$ cat src/rtl/alu_rf_board_sequencer_pkg.sv
// Shared types and constants for the ALU/register-file board sequencer.
package alu_rf_board_pkg;

  localparam int ALU_OP_WIDTH   = 3;
  localparam int FLAG_LED_WIDTH = 5;

  typedef enum logic [1:0] {
    INIT,
    IDLE,
    ISSUE,
    CAPTURE
  } seqState_t;

endpackage

$ cat src/rtl/alu_rf_board_sequencer_if.sv
// Control/result bus between the board sequencer (master) and the ALUandRF datapath (slave).
interface alu_rf_board_sequencer_if
  import alu_rf_board_pkg::*;
#(
  parameter int WIDTH      = 16,
  parameter int ADDR_WIDTH = 4
) ();

  logic [ADDR_WIDTH-1:0]   srcAddr;
  logic [ADDR_WIDTH-1:0]   dstAddr;
  logic [WIDTH-1:0]        immd;
  logic [ALU_OP_WIDTH-1:0] aluOpOut;
  logic                    rTypeInstruction;
  logic                    copyInstruction;
  logic                    regWrite;
  logic                    flagSet;
  logic                    pcInstruction;
  logic                    shiftInstruction;
  logic [WIDTH-1:0]        resultData;
  logic [WIDTH-1:0]        outputFlags;

  modport master (
    output srcAddr, dstAddr, immd, aluOpOut,
    output rTypeInstruction, copyInstruction, regWrite, flagSet,
    output pcInstruction, shiftInstruction,
    input  resultData, outputFlags
  );

  modport slave (
    input  srcAddr, dstAddr, immd, aluOpOut,
    input  rTypeInstruction, copyInstruction, regWrite, flagSet,
    input  pcInstruction, shiftInstruction,
    output resultData, outputFlags
  );

endinterface

$ cat src/rtl/alu_rf_board_sequencer_button_conditioner.sv
// Push-button conditioner: 2-FF synchronizer, optional debouncer, rising-edge pulse.
// Define ALURF_SEQ_DEBOUNCE_EN to enable the stable-level debounce filter.
module button_conditioner #(
  parameter int DEBOUNCE_CYCLES = 500000
) (
  input  logic clk,
  input  logic reset,
  input  logic buttonRaw,
  output logic stepPulse
);

  logic syncStage1;
  logic syncLevel;
  logic filteredLevel;
  logic prevLevel;

  // Bring the asynchronous button into the clock domain through two flops.
  always_ff @(posedge clk or negedge reset) begin
    if (!reset) begin
      syncStage1 <= 1'b0;
      syncLevel  <= 1'b0;
    end else begin
      syncStage1 <= buttonRaw;
      syncLevel  <= syncStage1;
    end
  end

`ifdef ALURF_SEQ_DEBOUNCE_EN
  localparam int CNT_WIDTH = $clog2(DEBOUNCE_CYCLES + 1);
  localparam logic [CNT_WIDTH-1:0] LAST_COUNT = CNT_WIDTH'(DEBOUNCE_CYCLES - 1);

  logic [CNT_WIDTH-1:0] stableCount;

  // Accept a new level only after it has differed from the filtered level for DEBOUNCE_CYCLES cycles in a row.
  always_ff @(posedge clk or negedge reset) begin
    if (!reset) begin
      filteredLevel <= 1'b0;
      stableCount   <= '0;
    end else if (syncLevel == filteredLevel) begin
      stableCount <= '0;
    end else if (stableCount == LAST_COUNT) begin
      filteredLevel <= syncLevel;
      stableCount   <= '0;
    end else begin
      stableCount <= stableCount + 1'b1;
    end
  end
`else
  assign filteredLevel = syncLevel;
`endif

  // Remember the previous filtered level so a rising edge yields a single-cycle pulse.
  always_ff @(posedge clk or negedge reset) begin
    if (!reset) begin
      prevLevel <= 1'b0;
    end else begin
      prevLevel <= filteredLevel;
    end
  end

  assign stepPulse = filteredLevel & ~prevLevel;

endmodule

$ cat src/rtl/alu_rf_board_sequencer.sv
// Board exerciser for the ALUandRF datapath: seeds all registers, then runs one
// R-type operation per button press and pages the captured result onto the LEDs.
// Define ALURF_SEQ_DEBOUNCE_EN to debounce the step button.
module alu_rf_board_sequencer
  import alu_rf_board_pkg::*;
#(
  parameter int          WIDTH           = 16,
  parameter int          ADDR_WIDTH      = 4,
  parameter int          LED_WIDTH       = 10,
  parameter int unsigned SEED            = 1,
  parameter int          DEBOUNCE_CYCLES = 500000
) (
  input  logic                      clk,
  input  logic                      reset,
  input  logic [ADDR_WIDTH-1:0]     srcAddrSwitches,
  input  logic [ADDR_WIDTH-1:0]     dstAddrSwitches,
  input  logic [ALU_OP_WIDTH-1:0]   aluOp,
  input  logic                      writeEnSwitch,
  input  logic                      pageSwitch,
  input  logic                      stepButton,
  output logic [LED_WIDTH-1:0]      resultDataLeds,
  output logic [FLAG_LED_WIDTH-1:0] flagLeds,
  output logic                      busy,
  alu_rf_board_sequencer_if.master  dp
);

  localparam int NUM_REGS  = 2 ** ADDR_WIDTH;
  localparam int CNT_WIDTH = ADDR_WIDTH + 1;
  localparam logic [CNT_WIDTH-1:0] INIT_DONE = CNT_WIDTH'(NUM_REGS);
  localparam logic [WIDTH-1:0]     SEED_W    = WIDTH'(SEED);

  seqState_t state, nextState;
  logic [CNT_WIDTH-1:0] initCount, nextInitCount;

  // The registered datapath outputs double as the holding registers for the sampled switches.
  logic [ADDR_WIDTH-1:0]   srcAddrReg, nextSrcAddr;
  logic [ADDR_WIDTH-1:0]   dstAddrReg, nextDstAddr;
  logic [WIDTH-1:0]        immdReg, nextImmd;
  logic [ALU_OP_WIDTH-1:0] aluOpReg, nextAluOp;
  logic rTypeReg, nextRType;
  logic copyReg, nextCopy;
  logic regWriteReg, nextRegWrite;
  logic flagSetReg, nextFlagSet;
  logic busyReg;

  logic [WIDTH-1:0]          capturedResult;
  logic [FLAG_LED_WIDTH-1:0] capturedFlags;
  logic [WIDTH+LED_WIDTH-1:0] capturedWide;
  logic stepPulse;

  button_conditioner #(
    .DEBOUNCE_CYCLES(DEBOUNCE_CYCLES)
  ) uButton (
    .clk      (clk),
    .reset    (reset),
    .buttonRaw(stepButton),
    .stepPulse(stepPulse)
  );

  // State, init counter and all datapath-facing outputs are registered from their next values.
  always_ff @(posedge clk or negedge reset) begin
    if (!reset) begin
      state       <= INIT;
      initCount   <= '0;
      srcAddrReg  <= '0;
      dstAddrReg  <= '0;
      immdReg     <= '0;
      aluOpReg    <= '0;
      rTypeReg    <= 1'b0;
      copyReg     <= 1'b0;
      regWriteReg <= 1'b0;
      flagSetReg  <= 1'b0;
      busyReg     <= 1'b1;
    end else begin
      state       <= nextState;
      initCount   <= nextInitCount;
      srcAddrReg  <= nextSrcAddr;
      dstAddrReg  <= nextDstAddr;
      immdReg     <= nextImmd;
      aluOpReg    <= nextAluOp;
      rTypeReg    <= nextRType;
      copyReg     <= nextCopy;
      regWriteReg <= nextRegWrite;
      flagSetReg  <= nextFlagSet;
      busyReg     <= (nextState != IDLE);
    end
  end

  // Next-state and next-output logic; strobes default low, addresses and data hold.
  always_comb begin
    nextState     = state;
    nextInitCount = initCount;
    nextSrcAddr   = srcAddrReg;
    nextDstAddr   = dstAddrReg;
    nextImmd      = immdReg;
    nextAluOp     = aluOpReg;
    nextRType     = 1'b0;
    nextCopy      = 1'b0;
    nextRegWrite  = 1'b0;
    nextFlagSet   = 1'b0;
    case (state)
      INIT: begin
        if (initCount != INIT_DONE) begin
          nextDstAddr   = initCount[ADDR_WIDTH-1:0];
          nextImmd      = SEED_W + WIDTH'(initCount);
          nextCopy      = 1'b1;
          nextRegWrite  = 1'b1;
          nextInitCount = initCount + 1'b1;
        end else begin
          nextDstAddr = '0;
          nextImmd    = '0;
          nextState   = IDLE;
        end
      end
      IDLE: begin
        if (stepPulse) begin
          nextSrcAddr  = srcAddrSwitches;
          nextDstAddr  = dstAddrSwitches;
          nextAluOp    = aluOp;
          nextRType    = 1'b1;
          nextFlagSet  = 1'b1;
          nextRegWrite = writeEnSwitch;
          nextState    = ISSUE;
        end
      end
      ISSUE: begin
        nextState = CAPTURE;
      end
      CAPTURE: begin
        nextState = IDLE;
      end
      default: begin
        nextState = INIT;
      end
    endcase
  end

  // Latch the datapath result and flags on the edge that leaves ISSUE, alongside any register write.
  always_ff @(posedge clk or negedge reset) begin
    if (!reset) begin
      capturedResult <= '0;
      capturedFlags  <= '0;
    end else if (state == ISSUE) begin
      capturedResult <= dp.resultData;
      capturedFlags  <= dp.outputFlags[FLAG_LED_WIDTH-1:0];
    end
  end

  assign capturedWide = {{LED_WIDTH{1'b0}}, capturedResult};

  // Show the selected LED page; the upper page is zero-extended and empty when WIDTH <= LED_WIDTH.
  always_ff @(posedge clk or negedge reset) begin
    if (!reset) begin
      resultDataLeds <= '0;
    end else if (pageSwitch) begin
      resultDataLeds <= LED_WIDTH'(capturedWide >> LED_WIDTH);
    end else begin
      resultDataLeds <= capturedWide[LED_WIDTH-1:0];
    end
  end

  assign flagLeds            = capturedFlags;
  assign busy                = busyReg;
  assign dp.srcAddr          = srcAddrReg;
  assign dp.dstAddr          = dstAddrReg;
  assign dp.immd             = immdReg;
  assign dp.aluOpOut         = aluOpReg;
  assign dp.rTypeInstruction = rTypeReg;
  assign dp.copyInstruction  = copyReg;
  assign dp.regWrite         = regWriteReg;
  assign dp.flagSet          = flagSetReg;
  assign dp.pcInstruction    = 1'b0;
  assign dp.shiftInstruction = 1'b0;

endmodule
$ cat src/flat_wrapper.sv
// flat-port wrapper written by rule: the top's interface ports become plain ports
module alu_rf_board_sequencer_flat import alu_rf_board_pkg::*;
#(
  parameter int          WIDTH           = 16,
  parameter int          ADDR_WIDTH      = 4,
  parameter int          LED_WIDTH       = 10,
  parameter int unsigned SEED            = 1,
  parameter int          DEBOUNCE_CYCLES = 500000
)
  (clk, reset, srcAddrSwitches, dstAddrSwitches, aluOp, writeEnSwitch, pageSwitch, stepButton, resultDataLeds, flagLeds, busy, dp_srcAddr, dp_dstAddr, dp_immd, dp_aluOpOut, dp_rTypeInstruction, dp_copyInstruction, dp_regWrite, dp_flagSet, dp_pcInstruction, dp_shiftInstruction, dp_resultData, dp_outputFlags);
  alu_rf_board_sequencer_if #(.WIDTH(WIDTH), .ADDR_WIDTH(ADDR_WIDTH)) dp_i ();
  input  logic clk;
  input  logic reset;
  input  logic [ADDR_WIDTH-1:0] srcAddrSwitches;
  input  logic [ADDR_WIDTH-1:0] dstAddrSwitches;
  input  logic [ALU_OP_WIDTH-1:0] aluOp;
  input  logic writeEnSwitch;
  input  logic pageSwitch;
  input  logic stepButton;
  output logic [LED_WIDTH-1:0] resultDataLeds;
  output logic [FLAG_LED_WIDTH-1:0] flagLeds;
  output logic busy;
  output wire logic [$bits(dp_i.srcAddr)-1:0] dp_srcAddr;
  output wire logic [$bits(dp_i.dstAddr)-1:0] dp_dstAddr;
  output wire logic [$bits(dp_i.immd)-1:0] dp_immd;
  output wire logic [$bits(dp_i.aluOpOut)-1:0] dp_aluOpOut;
  output wire logic [$bits(dp_i.rTypeInstruction)-1:0] dp_rTypeInstruction;
  output wire logic [$bits(dp_i.copyInstruction)-1:0] dp_copyInstruction;
  output wire logic [$bits(dp_i.regWrite)-1:0] dp_regWrite;
  output wire logic [$bits(dp_i.flagSet)-1:0] dp_flagSet;
  output wire logic [$bits(dp_i.pcInstruction)-1:0] dp_pcInstruction;
  output wire logic [$bits(dp_i.shiftInstruction)-1:0] dp_shiftInstruction;
  input wire logic [$bits(dp_i.resultData)-1:0] dp_resultData;
  input wire logic [$bits(dp_i.outputFlags)-1:0] dp_outputFlags;
  assign dp_srcAddr = dp_i.srcAddr;
  assign dp_dstAddr = dp_i.dstAddr;
  assign dp_immd = dp_i.immd;
  assign dp_aluOpOut = dp_i.aluOpOut;
  assign dp_rTypeInstruction = dp_i.rTypeInstruction;
  assign dp_copyInstruction = dp_i.copyInstruction;
  assign dp_regWrite = dp_i.regWrite;
  assign dp_flagSet = dp_i.flagSet;
  assign dp_pcInstruction = dp_i.pcInstruction;
  assign dp_shiftInstruction = dp_i.shiftInstruction;
  assign dp_i.resultData = dp_resultData;
  assign dp_i.outputFlags = dp_outputFlags;
  alu_rf_board_sequencer #(.WIDTH(WIDTH), .ADDR_WIDTH(ADDR_WIDTH), .LED_WIDTH(LED_WIDTH), .SEED(SEED), .DEBOUNCE_CYCLES(DEBOUNCE_CYCLES)) u_core (.clk(clk), .reset(reset), .srcAddrSwitches(srcAddrSwitches), .dstAddrSwitches(dstAddrSwitches), .aluOp(aluOp), .writeEnSwitch(writeEnSwitch), .pageSwitch(pageSwitch), .stepButton(stepButton), .resultDataLeds(resultDataLeds), .flagLeds(flagLeds), .busy(busy), .dp(dp_i));
endmodule
$ cat config.mk
export PLATFORM = sky130hd
export DESIGN_NAME = alu_rf_board_sequencer_flat
export DESIGN_NICKNAME = d
export VERILOG_FILES = /design/src/rtl/alu_rf_board_sequencer_pkg.sv /design/src/rtl/alu_rf_board_sequencer_if.sv /design/src/rtl/alu_rf_board_sequencer_button_conditioner.sv /design/src/rtl/alu_rf_board_sequencer.sv /design/src/flat_wrapper.sv
export SDC_FILE = /design/constraint.sdc
export NUM_CORES = 1
export LEC_CHECK = 0
export BUFFER_PORTS_ARGS = -buffer_cell sky130_fd_sc_hd__clkbuf_2
export CORE_AREA = 2 2 55 109
export DETAILED_ROUTE_END_ITERATION = 10
export DIE_AREA = 0 0 57 111
export PLACE_DENSITY = 0.74
export SYNTH_ARGS = -nofsm -noshare
export SYNTH_HDL_FRONTEND = slang
export SYNTH_SLANG_ARGS = --single-unit
$ cat constraint.sdc
create_clock -name clk -period 2.1 [get_ports clk]
set_input_delay 0.42 -clock clk [delete_from_list [all_inputs] [get_ports clk]]
set_output_delay 0.42 -clock clk [all_outputs]
set_load 0.01 [all_outputs]
## Word-level counts from Yosys, hierarchy flattened

Index checks and enable logic that the tools add are counted.

| word-level totals | value |
|---|---|
| input bits | 48 |
| register bits after elaboration | 72 |
| output and inout bits | 49 |

| operators by class | value |
|---|---|
| add/sub/neg operators | 2 |
| equal/unequal tests | 6 |
| multiplexer cells | 14 |
| bitwise gates (word level) | 2 |
| reduce and logical (&&, ||, !) cells | 5 |

Operators with widths:

| kind | count |
|---|---|
| 16-bit 2-to-1 mux | 1 |
| 10-bit 2-to-1 mux | 1 |
| 4-bit 2-to-1 mux | 2 |
| 2-bit one-hot mux with 4 select lines | 1 |
| 4-bit one-hot mux with 2 select lines | 1 |
| 1-bit by 5-bit adder with 6-bit output (first input constant) | 1 |
| 2-bit AND reduction | 3 |
| 5-bit by 1-bit adder with 5-bit output (second input constant) | 1 |
| 1-bit 2-to-1 mux | 5 |
| 5-bit != test (second input constant) | 1 |
| 2-bit equality test (second input constant) | 2 |
| 2-bit 2-to-1 mux | 2 |
| 2-bit by 1-bit != test with 1-bit output (second input constant) | 2 |
| 2-bit by 1-bit equality test with 1-bit output (second input constant) | 1 |
| 2-bit logical NOT | 1 |
| 1-bit one-hot mux with 2 select lines | 1 |
| 2-bit nonzero test | 1 |
| 1-bit AND | 1 |
| 1-bit inverter | 1 |

## Longest topological paths before layout

| logic depth | value |
|---|---|
| word-level depth | 5 |
| depth in mapped cells | 6 |
| depth with buffers taken out | 6 |

## By module

From an unflattened synthesis, not the netlist that was laid out.

| unflattened totals | value |
|---|---|
| cell total of the unflattened synthesis | 225 |
| area, all modules | 2591.2 um^2 |

By module, submodules not included:

| module | area each (um^2) | instances | cells each |
|---|---|---|---|
| alu_rf_board_sequencer | 2502.4 | 1 | 221 |
| button_conditioner | 88.8 | 1 | 4 |

## Worst setup path after synthesis

OpenSTA, ideal clock, no wires.

| timing | value |
|---|---|
| path kind | reg2reg |
| start point | register u_core.initCount[0] |
| end point | register u_core.dstAddrReg[1], in the netlist u_core.dp.dstAddr[1] |
| clock period less this slack | 1445 ps |
| stages on the path, launching flop included | 6 |
| arrival time | 1321 ps |
| buffers on the path | 0 |
| required time | 1975 ps |
| path slack | 655 ps |
| cells stage by stage | dfrtp_1 -> inv_1 -> ha_1 -> nand4bb_4 -> a32o_1 -> mux2_2 |

| between the ends | value |
|---|---|
| longest elaborated chain between the ends | 3 |

Ends and longest elaborated chain:

| what | RTL line | text |
|---|---|---|
| start: declaration | alu_rf_board_sequencer.sv:33 | `logic [CNT_WIDTH-1:0] initCount, nextInitCount;` |
| start signal: assignment | alu_rf_board_sequencer.sv:76 | `initCount <= nextInitCount;` |
| 5-bit != test | alu_rf_board_sequencer.sv:103 | `if (initCount != INIT_DONE) begin` |
| 4-bit 2-to-1 mux | alu_rf_board_sequencer.sv:103 |  |
| 4-bit one-hot mux with 2 select lines | alu_rf_board_sequencer.sv:101 | `case (state)` |
| end signal: assignment | alu_rf_board_sequencer.sv:78 | `dstAddrReg <= nextDstAddr;` |
| end: declaration | alu_rf_board_sequencer.sv:37 | `logic [ADDR_WIDTH-1:0] dstAddrReg, nextDstAddr;` |

No other way between the ends.
A chain may end at the register's enable or synchronous reset.

## Worst setup path after layout

Ends and elaborated chain as after synthesis.

==> results.py <==
metrics = {
    "detailed_routing": {
        "first_pass_iters": 4,
        "routed_via_density": 4.81,
        "drt.antenna.violating_nets": 0,
        "wl_met1_um": 1900,
        "routed_wl_um": 4340,
        "drt_iter0_drc": 11,
        "met2_length_um": 2010,
        "via_count": 1559,
        "route.detailed.drc": 0,
        "top_layer": "met4",
        "drt-wirelength-per-cell_um": 13.4,
        "route.met3.wl_um": 298,
    },
    "floorplanning": {
        "dieArea_mm2": 0.00633,
        "ios": 97,
        "die_h_um": 111,
        "start_util_pct": 46.0,
        "dieWidth_um": 57,
        "rows": 39,
        "core_area_mm2": 0.00556,
    },
    "cts": {
        "insertion_delay_ns": 0.32,
        "cts_sinks": 62,
        "ctsResizeCount": 0,
        "path_clk_slew_ns": 0.05,
        "cts_tree": "done",
        "cts_root_buf": "clkbuf_16",
        "postCtsSetupBuffers": 0,
        "hold_buffers": 0,
        "clock_path_buffers": 2,
        "cts_buffers": 9,
        "htree_num_levels": 3,
    },
    "logic_synthesis": {
        "synth.most_common_cell": "dfrtp_1",
        "syn_area_per_cell_um2": 14.2,
        "yosysTopAreaCellShare_pct": 59.7,
        "synth_edf_count": 0,
        "netlist.top_cell.by_area": "dfrtp_1",
        "yosys_register_bits": 62,
        "ys_top_cells_by_area": "dfrtp_1 (60%), mux2_1 (8.8%), mux2_4 (5.9%)",
        "syn-cell-area_mm2": 0.00256,
        "netlist_instances": 180,
        "synth_cell_types": 30,
        "ys_seq_area_share_pct": 60.7,
        "async_flop_share_pct": 100,
        "ys_warn_count": 0,
        "ys.flop_type": "dfrtp_1",
        "synth_common_cells": "dfrtp_1 (61), mux2_1 (20), buf_4 (14)",
    },
    "final_layout": {
        "antenna_cells": 0,
        "drive_gt1_share_pct": 43.3,
        "nFillCells": 478,
        "postLayoutCellArea_mm2": 0.00321,
        "fin_nets": 308,
        "final_core_util_pct": 57.6,
        "seqCellArea_mm2": 0.00155,
        "multi_input_area_um2": 880,
        "areaGrowthSynthToFinish_pct": 25.5,
    },
    "place": {
        "placed_cell_area_mm2": 0.00292,
        "dp_hpwl_um": 3140,
        "numPortBuffers": 73,
        "gp_congestion": 0.781,
    },
    "power": {
        "peakVddDrop_mv": 0.831,
        "cellLeakagePower_nw": 1.64,
        "power.total_w": 0.00343,
        "power.density_mw_per_mm2": 1070,
    },
    "global_route": {
        "grt_pass1_vias": 1647,
        "antenna_found_initial": 0,
        "overflow": 0,
        "grt_usage_pct": 15.7,
        "grt_max_degree": 27,
        "grt_pass1_wl_um": 7540,
    },
    "sta": {
        "rsz0062_at_grt": "no",
        "timing.fmax_mhz": 644,
        "finalSetupViolCount": 0,
        "slew_violations": 0,
        "hold_violations": 0,
        "fin_skew_ns": 0.00569,
        "min_period_ns": 1.55,
        "timing.setup.tns_ns": 0,
        "relSlewSlack_pct": 55.1,
        "fin_crit_sh_pct": 73.9,
        "worst_slew_pin_slew_ns": 0.674,
    },
    "worst_setup_path": {
        "start_kind": "register",
        "end_kind": "register",
        "cp_max_fo": 5,
        "worstPathArrival_ns": 1.75,
        "path_class": "register to register",
        "reg2regPathDepth": 5,
        "worst_ep_required_time_ns": 2.30,
        "reg2reg_setup_slack_ns": 0.55,
        "worstSetupStartpoint": "u_core.initCount[0]",
        "reg2reg_from": "u_core.initCount[0]",
    },
    "worst_hold_path": {
        "hp-class": "primary input to asynchronous set/reset pin",
    },
    "job": {
        "drv_cap": 0,
    },
    "outcome": {
        "status": "finished, final reports clean",
    },
}
[cells by family after synthesis]
family,share of synthesized area [%]
other,0.147
xor gates and xnor gates,1.71
buffers and inverters,6.56
muxes,19.1
AOI/OAI and AO/OA,2.84
and+or+nand+nor,7.93
DFF,60.7
adders and majority gates,0.979
[registers in the layout (all words and copies together) (netlist names), 2 cells and up]
| register | count |
|---|---|
| u_core.flagLeds | 5 |
| u_core.initCount | 5 |
| u_core.capturedResult | 16 |
| u_core.dp.immd | 6 |
| u_core.dp.srcAddr | 4 |
| u_core.dp.dstAddr | 4 |
| u_core.resultDataLeds | 10 |
| u_core.state | 2 |
| u_core.dp.aluOpOut | 3 |
[placed cells by master (no fill, tap or decap), drive strengths merged, types with 2 or more instances in the layout]
cell,instances
nand2,10
xor2,4
dfrtp,61
nand3,4
a32o,2
o21ai,6
ha,2
a21oi,3
conb,12
or2,2
nand2b,2
buf,3
nand3b,2
nor2,5
clkbuf,88
mux2,40
inv,4
nor2b,6
[where the power goes]
part           leakage, nW  switching [W]  internal, W
Combinational        0.722       0.000242     0.000305
Clock                0.140       0.000463     0.000892
Sequential           0.779       0.000101      0.00143
[final timing paths]
check / endpoint
setup / recovery: u_core.dp.dstAddr[1]
hold / removal: u_core.resultDataLeds[6]
setup reg to reg: u_core.dp.dstAddr[1]
hold reg to reg: u_core.uButton.filteredLevel
max in group asynchronous: u_core.dp.srcAddr[3]
min in group clk: u_core.uButton.syncStage1
[cell type report]
cell class	count	area share [%]
flip-flops and latches	62	48.4
multi-input cells	105	27.4
repair buffers	76	12.5
clock inverters	1	0.156
inverters	4	0.468
well taps	61	2.38
clock buffers	15	8.66
[metrics by stage]
step	hold slack, ns	cells	setup WS [ns]
5_1_grt	0.179	324	0.437
3_5_place_dp	0.344	308	0.531
4_1_cts	0.137	324	0.521
6_report	0.129	324	0.548
3_3_place_gp	0.332	308	0.573
2_1_floorplan	0.124	191	0.655
[per-layer routing]
metal  global-route usage [%]  up-vias
met1                     20.1      747
met2                     22.2       66
met4                     11.2        0
met5                        0        -
met3                     4.55        9
li1                         -      737
[worst max-delay path: stages (launching register included)]
cell	delay, ns
dfrtp_1	0.43
inv_1	0.11
ha_1	0.21
nand4bb_4	0.14
a32o_1	0.29
mux2_2	0.26
Power figures use the tool's default switching activity.
